**src/rtl/fifo_pkg.sv**
```systemverilog
// Shared defaults and op-type encoding for the block-RAM FIFO controller.
package fifo_pkg;

  localparam int DEF_DATA_WIDTH    = 4;
  localparam int DEF_ADDRESS_WIDTH = 4;
  localparam int DEF_DEPTH         = 11;

  // The storage RAM runs at most one operation per cycle, so one code covers it.
  typedef enum logic [1:0] {
    OP_IDLE = 2'd0,
    OP_WR   = 2'd1,
    OP_RD   = 2'd2
  } op_e;

endpackage

```
**src/rtl/fifo_ptr_wrap.sv**
```systemverilog
// Registered FIFO pointer that advances on enable and wraps from DEPTH-1 to 0.
module fifo_ptr_wrap
  import fifo_pkg::*;
#(
  parameter int WIDTH = DEF_ADDRESS_WIDTH,
  parameter int DEPTH = DEF_DEPTH
) (
  input  logic             clk,
  input  logic             rst,
  input  logic             en_i,
  output logic [WIDTH-1:0] ptr_o
);

  logic [WIDTH-1:0] ptr_q;
  logic [WIDTH-1:0] ptr_d;

  // Next pointer: modulo-DEPTH increment, so a non-power-of-two depth never reaches DEPTH.
  always_comb begin
    // NOTE: every always_comb output gets a default first, so no path can leave it unassigned and infer a latch.
    ptr_d = ptr_q;
    if (en_i) begin
      ptr_d = (ptr_q == WIDTH'(DEPTH - 1)) ? '0 : ptr_q + WIDTH'(1);
    end
  end

  // Pointer register with asynchronous reset to entry 0.
  always_ff @(posedge clk or posedge rst) begin
    // NOTE: sequential state uses non-blocking assignments so every register samples pre-edge values.
    if (rst) ptr_q <= '0;
    else     ptr_q <= ptr_d;
  end

  assign ptr_o = ptr_q;

endmodule

```
**src/rtl/bram_fifo_ctrl.sv**
```systemverilog
// Control end of the block-RAM FIFO: arbitrates push/pop onto a single-port
// storage RAM, keeps wrap-around pointers, occupancy and flags, and returns
// read data with a one-cycle-late valid strobe.
module bram_fifo_ctrl
  import fifo_pkg::*;
#(
  parameter int DATA_WIDTH    = DEF_DATA_WIDTH,
  parameter int ADDRESS_WIDTH = DEF_ADDRESS_WIDTH,
  parameter int DEPTH         = DEF_DEPTH
) (
  input  logic                     clk,
  input  logic                     rst,
  input  logic                     push,
  input  logic [DATA_WIDTH-1:0]    push_data,
  output logic                     push_ready,
  input  logic                     pop,
  output logic                     pop_ready,
  output logic                     pop_valid,
  output logic [DATA_WIDTH-1:0]    pop_data,
  output logic                     full,
  output logic                     empty,
  output logic [ADDRESS_WIDTH-1:0] count,
  output logic                     ram_cs,
  output logic                     ram_we,
  output logic                     ram_oe,
  output logic [ADDRESS_WIDTH-1:0] ram_addr_wr,
  output logic [ADDRESS_WIDTH-1:0] ram_addr_rd,
  output logic [DATA_WIDTH-1:0]    ram_din,
  input  logic [DATA_WIDTH-1:0]    ram_dout
);

  logic [ADDRESS_WIDTH-1:0] wr_ptr;
  logic [ADDRESS_WIDTH-1:0] rd_ptr;
  logic [ADDRESS_WIDTH-1:0] last_rd_q;
  logic [ADDRESS_WIDTH-1:0] last_rd_d;
  logic [ADDRESS_WIDTH-1:0] count_q;
  logic [ADDRESS_WIDTH-1:0] count_d;
  logic                     pop_valid_q;
  logic                     pop_valid_d;
  logic                     pref_wr_q;   // 1: write wins the next contested cycle
  logic                     pref_wr_d;
  logic                     wr_ok;
  logic                     rd_ok;
  op_e                      op;

  assign full  = (count_q == ADDRESS_WIDTH'(DEPTH));
  assign empty = (count_q == '0);
  assign wr_ok = push & ~full;
  assign rd_ok = pop & ~empty;

  // Grant-preference register; comes out of reset favouring writes.
  always_ff @(posedge clk or posedge rst) begin
    if (rst) pref_wr_q <= 1'b1;
    else     pref_wr_q <= pref_wr_d;
  end

  // Arbitration: a lone eligible request wins; a contested cycle goes to the
  // preferred side and hands preference to the other side.
  always_comb begin
    op        = OP_IDLE;
    pref_wr_d = pref_wr_q;
    if (wr_ok && rd_ok) begin
      op        = pref_wr_q ? OP_WR : OP_RD;
      pref_wr_d = ~pref_wr_q;
    end else if (wr_ok) begin
      op = OP_WR;
    end else if (rd_ok) begin
      op = OP_RD;
    end
  end

  // RAM strobes and handshakes for the granted op. The RAM read path sources
  // its array through the write-address port, so reads drive rd_ptr on both.
  always_comb begin
    push_ready  = 1'b0;
    pop_ready   = 1'b0;
    ram_cs      = 1'b0;
    ram_we      = 1'b0;
    ram_oe      = 1'b0;
    ram_addr_wr = wr_ptr;
    ram_addr_rd = last_rd_q;
    ram_din     = push_data;
    unique case (op)
      OP_WR: begin
        push_ready = 1'b1;
        ram_cs     = 1'b1;
        ram_we     = 1'b1;
      end
      OP_RD: begin
        pop_ready   = 1'b1;
        ram_cs      = 1'b1;
        ram_oe      = 1'b1;
        ram_addr_wr = rd_ptr;
        ram_addr_rd = rd_ptr;
      end
      default: ;
    endcase
  end

  // Occupancy, last read address and read-valid bookkeeping for the granted op.
  always_comb begin
    count_d     = count_q;
    last_rd_d   = last_rd_q;
    pop_valid_d = 1'b0;
    if (op == OP_WR) begin
      count_d = count_q + ADDRESS_WIDTH'(1);
    end else if (op == OP_RD) begin
      count_d     = count_q - ADDRESS_WIDTH'(1);
      last_rd_d   = rd_ptr;
      pop_valid_d = 1'b1;
    end
  end

  // Bookkeeping registers.
  always_ff @(posedge clk or posedge rst) begin
    // NOTE: the storage RAM itself is never cleared; resetting pointers and count is what discards its contents.
    if (rst) begin
      count_q     <= '0;
      last_rd_q   <= '0;
      pop_valid_q <= 1'b0;
    end else begin
      count_q     <= count_d;
      last_rd_q   <= last_rd_d;
      pop_valid_q <= pop_valid_d;
    end
  end

  fifo_ptr_wrap #(
    .WIDTH (ADDRESS_WIDTH),
    .DEPTH (DEPTH)
  ) u_wr_ptr (
    .clk   (clk),
    .rst   (rst),
    .en_i  (op == OP_WR),
    .ptr_o (wr_ptr)
  );

  fifo_ptr_wrap #(
    .WIDTH (ADDRESS_WIDTH),
    .DEPTH (DEPTH)
  ) u_rd_ptr (
    .clk   (clk),
    .rst   (rst),
    .en_i  (op == OP_RD),
    .ptr_o (rd_ptr)
  );

  assign count     = count_q;
  assign pop_valid = pop_valid_q;
  assign pop_data  = ram_dout;

endmodule

```
**config.mk**
```make
export PLATFORM = sky130hd
export DESIGN_NAME = bram_fifo_ctrl
export DESIGN_NICKNAME = d
export VERILOG_FILES = /design/src/rtl/fifo_pkg.sv /design/src/rtl/fifo_ptr_wrap.sv /design/src/rtl/bram_fifo_ctrl.sv
export SDC_FILE = /design/constraint.sdc
export NUM_CORES = 1
export LEC_CHECK = 0
export CELL_PAD_IN_SITES_DETAIL_PLACEMENT = 1
export CELL_PAD_IN_SITES_GLOBAL_PLACEMENT = 1
export CORE_MARGIN = 10
export CORE_UTILIZATION = 33
export CTS_CLUSTER_SIZE = 40
export DETAILED_ROUTE_END_ITERATION = 16
export PLACE_DENSITY_LB_ADDON = 0.2
export RECOVER_POWER = 25
export SLEW_MARGIN = 20
export SYNTH_ARGS = -nofsm -noshare
export SYNTH_HDL_FRONTEND = slang
export SYNTH_SLANG_ARGS = --single-unit
```
**constraint.sdc**
```tcl
create_clock -name clk -period 3.3 [get_ports clk]
set_input_delay 0.66 -clock clk [delete_from_list [all_inputs] [get_ports clk]]
set_output_delay 0.66 -clock clk [all_outputs]
set_load 0.03 [all_outputs]
```
* After elaboration in Yosys (flattened, before gate mapping)
Cells that the tools add are included.
Widths: inputs -> output; s select.
** Word-level totals
- Register bits after elaboration :: 18
- Latch bits :: 0
- Bits in writable memories :: 0
- Bits in read-only memories :: 0
- Input port bits :: 12
- Output and inout port bits :: 28
- Logic and storage cells :: 38
- Memories :: 0
** Operators by class
- Add/sub/neg operators :: 4
- $mul :: 0
- Divide/modulo/power cells :: 0
- Magnitude comparators :: 0
- Equality and inequality tests :: 5
- Shift-type cells :: 0
- Multiplexer cells :: 14
- Bitwise logic cells :: 5
- Reduce and logical (&&, ||, !) cells :: 4
** Operators with widths (count)
- $mux 4 :: 6
- $add 4x1->4 const B :: 3
- $eq 4x4->1 const B :: 3
- $mux 2 :: 4
- $logic_not 4->1 :: 1
- $mux 1 :: 4
- $sub 4x1->4 const B :: 1
- $not 1->1 :: 3
- $and 1x1->1 :: 2
- $eq 2x1->1 const B :: 1
- $eq 2x2->1 const B :: 1
- $reduce_bool 2->1 :: 1
- $reduce_or 2->1 :: 1
- $logic_and 1x1->1 :: 1

* Longest topological paths before layout
- Depth in word-level cells :: 9
- Gate-level depth with buffers :: 10
- Mapped depth without buffers :: 9

* Cells and area by module
A second synthesis with hierarchy kept.
** Second synthesis, totals
- Cells, all modules :: 120
- Area, all modules :: 1161.1 µm²
** Modules (own cells, without submodules)
- bram_fifo_ctrl :: times used 1, cells each 82, area an instance 758.2 µm², seq. area each 251.5 µm²
- fifo_ptr_wrap :: times used 2, cells each 19, area an instance 201.4 µm², seq. area each 100.1 µm²

* Least setup slack after synthesis
OpenSTA, ideal clock, no wires.
- Kind :: register to output
- From :: reg count_q[0] (netlist: count[0])
- To :: out ram_addr_wr[0]
- Arrival time :: 2.784 ns
- Data required time :: 2.640 ns
- Slack :: -0.144 ns
- Stages on the path, launching flop included :: 7
- Path buffers :: 1
- Path through :: dfrtp_1 > nor4_4 > nand2b_1 > o21ai_0 > ha_1 > buf_2 > o21ai_0
** Between the ends
- Cells in the longest elaborated chain, start to end :: 8
- Elaborated cells between the ends (all ways) :: 12
- Classes of those cells :: eq/ne: 2; mux: 4; bitwise: 4; reduce/logical: 2
** Ends and longest elaborated chain
- from (decl) :: RTL line bram_fifo_ctrl.sv:36 : logic [ADDRESS_WIDTH-1:0] count_q;
- from (signal assigned) :: RTL line bram_fifo_ctrl.sv:122 : count_q <= count_d;
- $logic_not 4->1 * :: RTL line bram_fifo_ctrl.sv:47 : assign empty = (count_q == '0);
- net empty :: RTL line bram_fifo_ctrl.sv:21 : output logic empty,
- $not 1->1 * :: RTL line bram_fifo_ctrl.sv:49 : assign rd_ok = pop & ~empty;
- $and 1x1->1 * :: RTL line bram_fifo_ctrl.sv:49
- $mux 2 :: RTL line bram_fifo_ctrl.sv:67 : end else if (rd_ok) begin
- $mux 2 :: RTL line bram_fifo_ctrl.sv:65 : end else if (wr_ok) begin
- $mux 2 * :: RTL line bram_fifo_ctrl.sv:62 : if (wr_ok && rd_ok) begin
- $eq 2x2->1 * :: RTL line bram_fifo_ctrl.sv:83 : unique case (op)
- $mux 4 * :: RTL line bram_fifo_ctrl.sv:83
- to (decl) :: RTL line bram_fifo_ctrl.sv:26 : output logic [ADDRESS_WIDTH-1:0] ram_addr_wr,
Mark *: on every way through the listed nets, which the timed path passes. The rest lies on a longest branch.

* Worst setup path after layout
- From :: in pop
- To :: out ram_cs
** Between the ends
- Cells in the longest elaborated chain, start to end :: 7
- Elaborated cells between the ends (all ways) :: 9
- Classes of those cells :: eq/ne: 2; mux: 4; bitwise: 1; reduce/logical: 2
** Ends and longest elaborated chain
- from (decl) :: RTL line bram_fifo_ctrl.sv:16 : input logic pop,
- $and 1x1->1 * :: RTL line bram_fifo_ctrl.sv:49
- $mux 2 :: RTL line bram_fifo_ctrl.sv:67
- $mux 2 :: RTL line bram_fifo_ctrl.sv:65
- $mux 2 * :: RTL line bram_fifo_ctrl.sv:62
- $eq 2x1->1 / $eq 2x2->1 (equally long branches) :: RTL line bram_fifo_ctrl.sv:83
- $reduce_or 2->1 (no source line) *
- $mux 1 * :: RTL line bram_fifo_ctrl.sv:83
- to (decl) :: RTL line bram_fifo_ctrl.sv:23 : output logic ram_cs,
Every way passes the cells marked *; elsewhere a longest branch is shown, timed or not.

==> results.json <==
{
  "dp_slack_ps": 104,
  "portBuffers": 23,
  "nets": 153,
  "drc": 0,
  "p_comb_frac": 0.631,
  "cp_data_required_time_ps": 2640,
  "maxCapViolCount": 0,
  "grt_pass1_vias": 985,
  "switching_share": 0.487,
  "maxSlewViolCount": 0,
  "rsz0062_at_grt": "no",
  "die_area_mm2": 0.00617,
  "clock_path_buffers": 2,
  "clk_pin_slew_ps": 90,
  "syn_avg_cell_area_um2": 9.68,
  "dp_hpwl_um": 2300,
  "cts.sinks": 18,
  "postLayoutCoreUtil": 0.409,
  "fmax_mhz": 321,
  "cts_tree": "done",
  "crit_buf_inv": 3,
  "crit_path_end_kind": "primary output",
  "start_util": 0.339,
  "irDropWorstVdd_v": 0.000362,
  "setup_ws_ps": 184,
  "hold_class": "reg -> reg",
  "post_synth_num_cell_types": 37,
  "path_cells": "clkdlybuf4s50_1 > nand2b_1 > o21a_1 > ha_1 > inv_1 > clkdlybuf4s50_1",
  "htree_num_levels": 1,
  "chipHeight_um": 78.6,
  "place.gp.congestion": 0.741,
  "synth_seq_cells": 18,
  "drive_gt1_frac": 0.207,
  "die-width_um": 78.6,
  "startpoint_type": "input pin",
  "rows": 21,
  "finalSetupTns_ps": 0,
  "max_slew_margin": 0.533,
  "critPathSlowestCell": "clkdlybuf4s50_1",
  "grt_overflow": 0,
  "crit_family": "buffers and inverters",
  "fill_cells": 409,
  "area_growth_pct": 20.6,
  "reg2reg_depth": 10,
  "crit_path_max_incr_delay_ps": 660,
  "synth_area_mm2": 0.00113,
  "crit_fanout": 4,
  "path_class": "in -> out",
  "hold_path_depth": 1,
  "clk-insertion-delay-late_ps": 290,
  "crit_top_cell": "clkdlybuf4s50_1",
  "drt_wl_total_um": 2760,
  "fin_crit_sh": 0.944,
  "cts_made_buffers": 3,
  "cp.arrival_ps": 2460,
  "synthesis.nets": 134,
  "num_vias": 904,
  "p_switching_uw": 778,
  "ys_warn_count": 0,
  "n_antenna_cell": 0,
  "drtAntennaViolNets": 0,
  "finalSetupViolCount": 0,
  "grt_pass1_wl_um": 4820,
  "core_mm2": 0.00334,
  "pin_count": 40,
  "fin_crit_ps": 3120,
  "p_leak_uw": 0.000599,
  "seq_power_share": 0.298,
  "first_iter_violations": 24,
  "tightest_slew_ps": 699,
  "p_per_area_mw_per_mm2": 1170,
  "internal-power_uw": 818,
  "grt_start_max_net_pins": 19,
  "reg2reg_slack_ps": 590,
  "status": "finished clean",
  "critical_path_cell_count": 6,
  "wl_per_cell_um": 15.2,
  "seq_area_frac_synth": 0.399,
  "root_buffer": "clkbuf_4",
  "syn-instance-count": 117,
  "antenna_found_initial": 0,
  "vias_per_cell": 4.99,
  "clkPwrFrac": 0.070,
  "hold_viol": 0,
  "dr.pass1.iters": 4,
  "grtUsageTotal": 0.0940,
  "skew_ps": 10.7
}
layout make-up:
| class | count | area, um^2 | area share |
|---|---|---|---|
| timing repair buffer | 27 | 235 | 0.172 |
| multi-input combinational | 74 | 548 | 0.401 |
| tap | 46 | 57.6 | 0.0422 |
| clock buffer | 4 | 26.3 | 0.0192 |
| sequential | 18 | 453 | 0.332 |
| inverter | 12 | 45.0 | 0.0330 |
worst paths after layout:
| path | from | to |
|---|---|---|
| worst max-delay path | pop | ram_cs |
| worst max register to register | count[0] | count[3] |
| min in group asynchronous | rst | u_rd_ptr.ptr_o[3] |
| worst min register to register | last_rd_q[3] | last_rd_q[3] |
| max in group asynchronous | rst | count[0] |
| worst min-delay path | last_rd_q[3] | last_rd_q[3] |
Yosys cell counts (all sizes together):
| library cell | number | share of area |
|---|---|---|
| dfrtp | 17 | 0.38 |
| o21ai | 15 | 0.066 |
| buf | 13 | 0.080 |
| inv | 12 | 0.040 |
| nand2 | 6 | 0.020 |
| nand3 | 6 | 0.027 |
| mux2 | 5 | 0.050 |
| ha | 4 | 0.044 |
| nor2b | 4 | 0.022 |
| xnor2 | 4 | 0.031 |
| a21oi | 3 | 0.013 |
| a21o | 2 | 0.013 |
| and4b | 2 | 0.018 |
| mux2i | 2 | 0.018 |
| nand3b | 2 | 0.013 |
| o21a | 2 | 0.013 |
| a2111o | 1 | 0.0099 |
| a211o | 1 | 0.0077 |
| a211oi | 1 | 0.0066 |
| a21bo | 1 | 0.0088 |
| a31oi | 1 | 0.0055 |
| and2 | 1 | 0.0055 |
| dfstp | 1 | 0.023 |
| fa | 1 | 0.018 |
| nand2b | 1 | 0.0055 |
| nand4b | 1 | 0.0077 |
| nor2 | 1 | 0.0033 |
| nor3 | 1 | 0.0044 |
| nor4 | 1 | 0.019 |
| o211ai | 1 | 0.0066 |
| o22ai | 1 | 0.0055 |
| or3 | 1 | 0.0055 |
| or4 | 1 | 0.0066 |
| xor2 | 1 | 0.0077 |
flip-flops by register name, summed over array words and instances (netlist names):
name            count
u_wr_ptr.ptr_o      4
pref_wr_q           1
u_rd_ptr.ptr_o      4
count               4
last_rd_q           4
pop_valid           1
placed cells by master, fill, tap and decap left out, types with 2 or more instances in the layout:
master	count
o21ai_0	12
o21a_1	2
clkbuf_4	3
ha_1	3
clkdlybuf4s50_1	12
mux2i_1	2
a21oi_1	3
mux2_2	5
nor2b_1	4
inv_1	11
dfrtp_1	16
buf_4	14
and4b_1	2
nand3_1	6
nand3b_1	2
xnor2_1	4
o21ai_1	3
nand2_1	6
a21o_1	2
kinds of logic (layout without fill, tap and decap cells):
kind of cell | count (synthesis) | after routing | synth area share
compound gates | 29 | 29 | 0.157
xor+xnor | 5 | 5 | 0.0387
fa+ha+maj | 5 | 5 | 0.0619
buf+inv | 25 | 43 | 0.119
flops | 18 | 18 | 0.399
mux | 7 | 7 | 0.0674
simple gates | 28 | 28 | 0.157
worst reg2reg max path: stages, from the launching register on:
cell and delay [ps]:
dfrtp_2 490, nor4_4 340, nand2b_1 210, o21a_1 130, ha_1 190, buf_4 190, inv_2 80, ha_1 360
or4_1 430, nand3_1 100, o211ai_1 80
per-layer routing:
layer  track usage  share of wire
met3        0.0228          0.054
met1         0.104           0.39
met2         0.169           0.54
met5             0              0
met4        0.0376          0.013
stage by stage:
step / instance area (um^2) / hold slack, ps / cells / total power (uW)
detailed placement: 1340 / 503 / 177 / 1510
CTS: 1360 / 530 / 181 / 1630
floorplan: 1130 / 481 / 117 / 1160
global placement: 1340 / 490 / 177 / 1470
finish: 1370 / 520 / 181 / 1600
global route: 1370 / 554 / 181 / 1740
power groups by stage:
stage                     Sequential (uW)  Combinational, uW  Clock, uW
after floorplan                       501                662          0
after global placement                472                995          0
after detailed placement              482               1030          0
after CTS                             476               1030        120
after global routing                  502               1110        130
final                                 476               1010        112
timing repair:
item | in CTS | in global routing
setup endpoints to repair | 0 | 8
hold buffers | 0 | 0
resized for setup | 0 | 2
buffers inserted | 0 | 0
No activity file was read; power rests on OpenSTA's default activity.
